### src/rtl/clock_divider_n.sv
// Programmable clock-enable divider: divides Clockin by a run-time divisor,
// giving a registered near-50% square wave and a one-cycle Tick per period.
module clock_divider_n #(
    parameter int unsigned WIDTH     = 8,
    parameter int unsigned DIV_RESET = 2
) (
    input  logic             Clockin,
    input  logic             Resetn,
    input  logic             Enable,
    input  logic             Load,
    input  logic [WIDTH-1:0] Divisor,
    output logic             Clockout,
    output logic             Tick,
    output logic [WIDTH-1:0] Count,
    output logic [WIDTH-1:0] ActiveDiv
);

    localparam logic [WIDTH-1:0] DIV_RST = WIDTH'(DIV_RESET);

    logic [WIDTH-1:0] count_q, count_d;
    logic [WIDTH-1:0] active_div_q, active_div_d;
    logic [WIDTH-1:0] pend_div_q, pend_div_d;
    logic             pend_valid_q, pend_valid_d;
    logic             clockout_q, clockout_d;
    logic             tick_q, tick_d;

    logic [WIDTH-1:0] load_div;
    logic             wrap;
    logic [WIDTH:0]   half_next;

    always_comb begin
        load_div     = (Divisor == '0) ? WIDTH'(1) : Divisor;
        wrap         = Enable && (count_q == active_div_q - WIDTH'(1));

        count_d      = count_q;
        active_div_d = active_div_q;
        pend_div_d   = pend_div_q;
        pend_valid_d = pend_valid_q;
        clockout_d   = clockout_q;
        tick_d       = 1'b0;

        if (wrap) begin
            // A Load on the wrap edge takes priority over an older pending value.
            count_d      = '0;
            tick_d       = 1'b1;
            pend_valid_d = 1'b0;
            if (Load) begin
                active_div_d = load_div;
            end else if (pend_valid_q) begin
                active_div_d = pend_div_q;
            end
        end else begin
            if (Enable) begin
                count_d = count_q + WIDTH'(1);
            end
            if (Load) begin
                pend_div_d   = load_div;
                pend_valid_d = 1'b1;
            end
        end

        // Half-point is taken from the next divisor so a new period starts with the right duty.
        half_next = ({1'b0, active_div_d} + (WIDTH+1)'(1)) >> 1;
        if (Enable) begin
            clockout_d = ({1'b0, count_d} < half_next);
        end
    end

    always_ff @(posedge Clockin or negedge Resetn) begin
        if (!Resetn) begin
            count_q      <= '0;
            active_div_q <= DIV_RST;
            pend_div_q   <= '0;
            pend_valid_q <= 1'b0;
            clockout_q   <= 1'b1;
            tick_q       <= 1'b0;
        end else begin
            count_q      <= count_d;
            active_div_q <= active_div_d;
            pend_div_q   <= pend_div_d;
            pend_valid_q <= pend_valid_d;
            clockout_q   <= clockout_d;
            tick_q       <= tick_d;
        end
    end

    assign Count     = count_q;
    assign ActiveDiv = active_div_q;
    assign Clockout  = clockout_q;
    assign Tick      = tick_q;

endmodule

### config.mk
export PLATFORM = sky130hd
export DESIGN_NAME = clock_divider_n
export DESIGN_NICKNAME = d
export VERILOG_FILES = /design/src/rtl/clock_divider_n.sv
export SDC_FILE = /design/constraint.sdc
export NUM_CORES = 1
export LEC_CHECK = 0
export ABC_AREA = 0
export CORE_ASPECT_RATIO = 0.7
export CORE_MARGIN = 5
export CORE_UTILIZATION = 50
export CTS_BUF_LIST = sky130_fd_sc_hd__clkbuf_4
export CTS_CLUSTER_DIAMETER = 40
export CTS_CLUSTER_SIZE = 25
export DETAILED_ROUTE_END_ITERATION = 10
export PLACE_DENSITY_LB_ADDON = 0.2
export SLEW_MARGIN = 20
export SYNTH_ARGS = -nofsm -noshare
export SYNTH_HDL_FRONTEND = slang
export SYNTH_SLANG_ARGS = --single-unit
### constraint.sdc
create_clock -name Clockin -period 6.3 [get_ports Clockin]
set_input_delay 1.26 -clock Clockin [delete_from_list [all_inputs] [get_ports Clockin]]
set_output_delay 1.26 -clock Clockin [all_outputs]
set_load 0.1 [all_outputs]
==> reports/qor.yml <==
timing.final.crit_share: 0.731
timing.critical_path.from: "Enable"
cell_with_the_most_instances_after_synthesis: "dfrtp_1"
grt_pass1_wl_mm: 8.03
fp.dieH_um: 62.6
worst_slew_pin_slew_ns: 0.984
drive_above_1_share: 0.104
post_synth_instance_area_um2: 1980
outcome: "completed"
coreArea_um2: 3870
drt-total-wl_mm: 4.82
hold_viol: 0
core.rowCount: 19
synthesis.area_per_instance_um2: 9.93
grt_antenna_before_repair: 0
postSynthNetCount: 221
drcViolationCount: 0
cts-htree-levels: 1
fin_setup_tns_ns: 0
start_kind: "primary input"
seq_area_frac_synth: 0.343
post_drt_wl_per_cell_um: 17.7
grt_start_max_net_pins: 28
final_net_count: 244
syn2layout_area_growth_pct: 15.7
synth.area.top_cells: "dfrtp_1, xor2_1, ha_1, mux2_1, mux2i_1"
finalWeightedCongestion: 0.863
grt.total_usage: 0.184
maxSlewHeadroom: 0.342
drt-initial-drc-count: 139
place_hpwl_mm: 3.79
postSynth.asyncResetShare: 1.00
placement.io_buffers: 29
critPathSlowestCell: "clkdlybuf4s50_1"
clock_sinks: 27
worstHoldPathType: "flop to flop"
grt_setup_unrepaired: "no"
highest_clock_rate_mhz: 217
grt_remaining_overflow: 0
netlist_top_cells_count: "dfrtp_1, nand2_1, xor2_1, nor2_1, ha_1"
crit_arrival_ns: 4.88
synth_largest_area_cell: "dfrtp_1"
netlist-cell-type-count: 51
finalWorstPathRequiredPeriod_ns: 4.61
synthFlopType: "dfrtp_1"
cts_inserted_buffers: 3
worst-setup-path-type: "primary input to flop"
number_of_global_route_vias_before_repair: 1641
maxCapViolCount: 0
floorplan.die_area_um2: 5330
crit_path_max_incr_delay_ns: 0.68
cts.clk_slew.worst_paths_ns: 0.14
report.final.slew_viol_count: 0
top_cell_family_by_delay_on_the_critical_path: "compound AO/OA/AOI/OAI gates"
post-cts-setup-buffer-count: 0
start_util: 0.510
critPathCaptureType: "flop"
required_time_at_the_worst_slack_endpoint_ns: 6.57
dr.pass1.iters: 4
tritoncts: "done"
yosys_warnings: 0
ctsRootBufferMaster: "clkbuf_4"
setup_violations: 0
synth-seq-cells: 27
clkLatencyLatePin_ns: 0.34
postSynthCellCount: 199
viasPerCell: 5.93
postRouteAntennaNets: 0
io_pins: 30
fraction_of_post_synthesis_cell_area_in_the_top_cell_type_by_area: 0.317
hold_path_start: "pend_div_q[7]"
cts_resized: 0
synth_enable_flop_cells: 0
die_width_um: 85.1
worst_r2r_startpoint: "ActiveDiv[1]"
fin_skew_ns: 0.0132
critical_path.n_buffers_inverters: 1
cp_max_fo: 18
post_cts_hold_buffer_count: 0
crit_path_cell_trace: "clkdlybuf4s50_1 > nand3_1 > nor4b_4 > o21a_1 > and2_1 > o21ai_0 > ha_1 > and2_1 > xnor2_1 > ha_1 > o211a_1 > a221oi_2 > a2bb2oi_2"
diode_count: 0
clk_path_buf_depth: 2
num_vias: 1618
[stage by stage]
stage / utilization / area, um2 / hold slack, ns / std cells / setup slack [ns]
floorplan: - / 1980 / 0.464 / 199 / 2.31
global placement: 0.582 / 2260 / 0.480 / 269 / 1.56
detailed placement: 0.582 / 2260 / 0.496 / 269 / 1.40
CTS: 0.590 / 2290 / 0.528 / 273 / 1.74
global route: 0.590 / 2290 / 0.551 / 273 / 1.54
finish: 0.590 / 2290 / 0.526 / 273 / 1.69
[registers in the layout (all words and copies together) (netlist names)]
name,flops
ActiveDiv,8
Clockout,1
Count,8
Tick,1
pend_div_q,8
pend_valid_q,1
[per-layer routing]
metal,vias up,GRT usage,share of wire
li1,765,-,-
met1,780,0.263,0.46
met2,63,0.289,0.45
met3,10,0.0329,0.070
met4,0,0.0395,0.013
met5,-,0,0
[kinds of logic after synthesis]
group | Yosys count | share of synthesized area
compound gates | 41 | 0.164
xor+xnor | 21 | 0.0931
fa+ha+maj | 10 | 0.0633
buf+inv | 17 | 0.0532
flops | 27 | 0.343
mux | 16 | 0.0868
simple gates | 67 | 0.196
[layout make-up]
| class | instances | area, um2 |
|---|---|---|
| clock buffers | 4 | 30.0 |
| fillers | 339 | 1590 |
| inverters | 4 | 15.0 |
| multi-input cells | 155 | 1190 |
| flip-flops and latches | 27 | 678 |
| well taps | 52 | 65.1 |
| repair buffers | 31 | 305 |
[worst register-to-register path, delay by kind of cell, from the launching register on]
kind                     cells  cell delay (ns)
AO/OA/AOI/OAI                7             1.65
XOR/XNOR                     1             0.13
adder cells (fa/ha/maj)      3             0.84
buffers and inverters        1             0.11
flip-flops                   1             0.67
AND/OR/NAND/NOR              3             0.72
[placed cells by master (no fill, tap or decap), drive strengths merged, types with 2 or more instances in the layout]
cell type	count
a21o	3
a21oi	4
a22o	8
and2	3
and3	4
buf	2
clkbuf	4
clkdlybuf4s50	29
dfrtp	25
dfstp	2
ha	10
inv	4
mux2	9
mux2i	7
nand2	17
nand2b	7
nand3	4
nand4	5
nor2	14
nor2b	2
nor3	3
nor4	3
o2111ai	2
o211a	2
o211ai	3
o21a	2
o21ai	9
xnor2	5
xor2	16
[final timing paths]
check,to,slack [ns],cells after the start
worst max-delay path,Clockout,1.69,13
worst min register to register,pend_div_q[7],0.53,1
worst min-delay path,pend_div_q[7],0.53,1
min in group asynchronous,pend_div_q[0],1.28,2
max in group asynchronous,Clockout,4.71,2
worst max register to register,Clockout,2.10,15
Power is left out: the tool's default activity adds up to more than one toggle a clock period on the data nets, which glitch-free logic cannot reach.
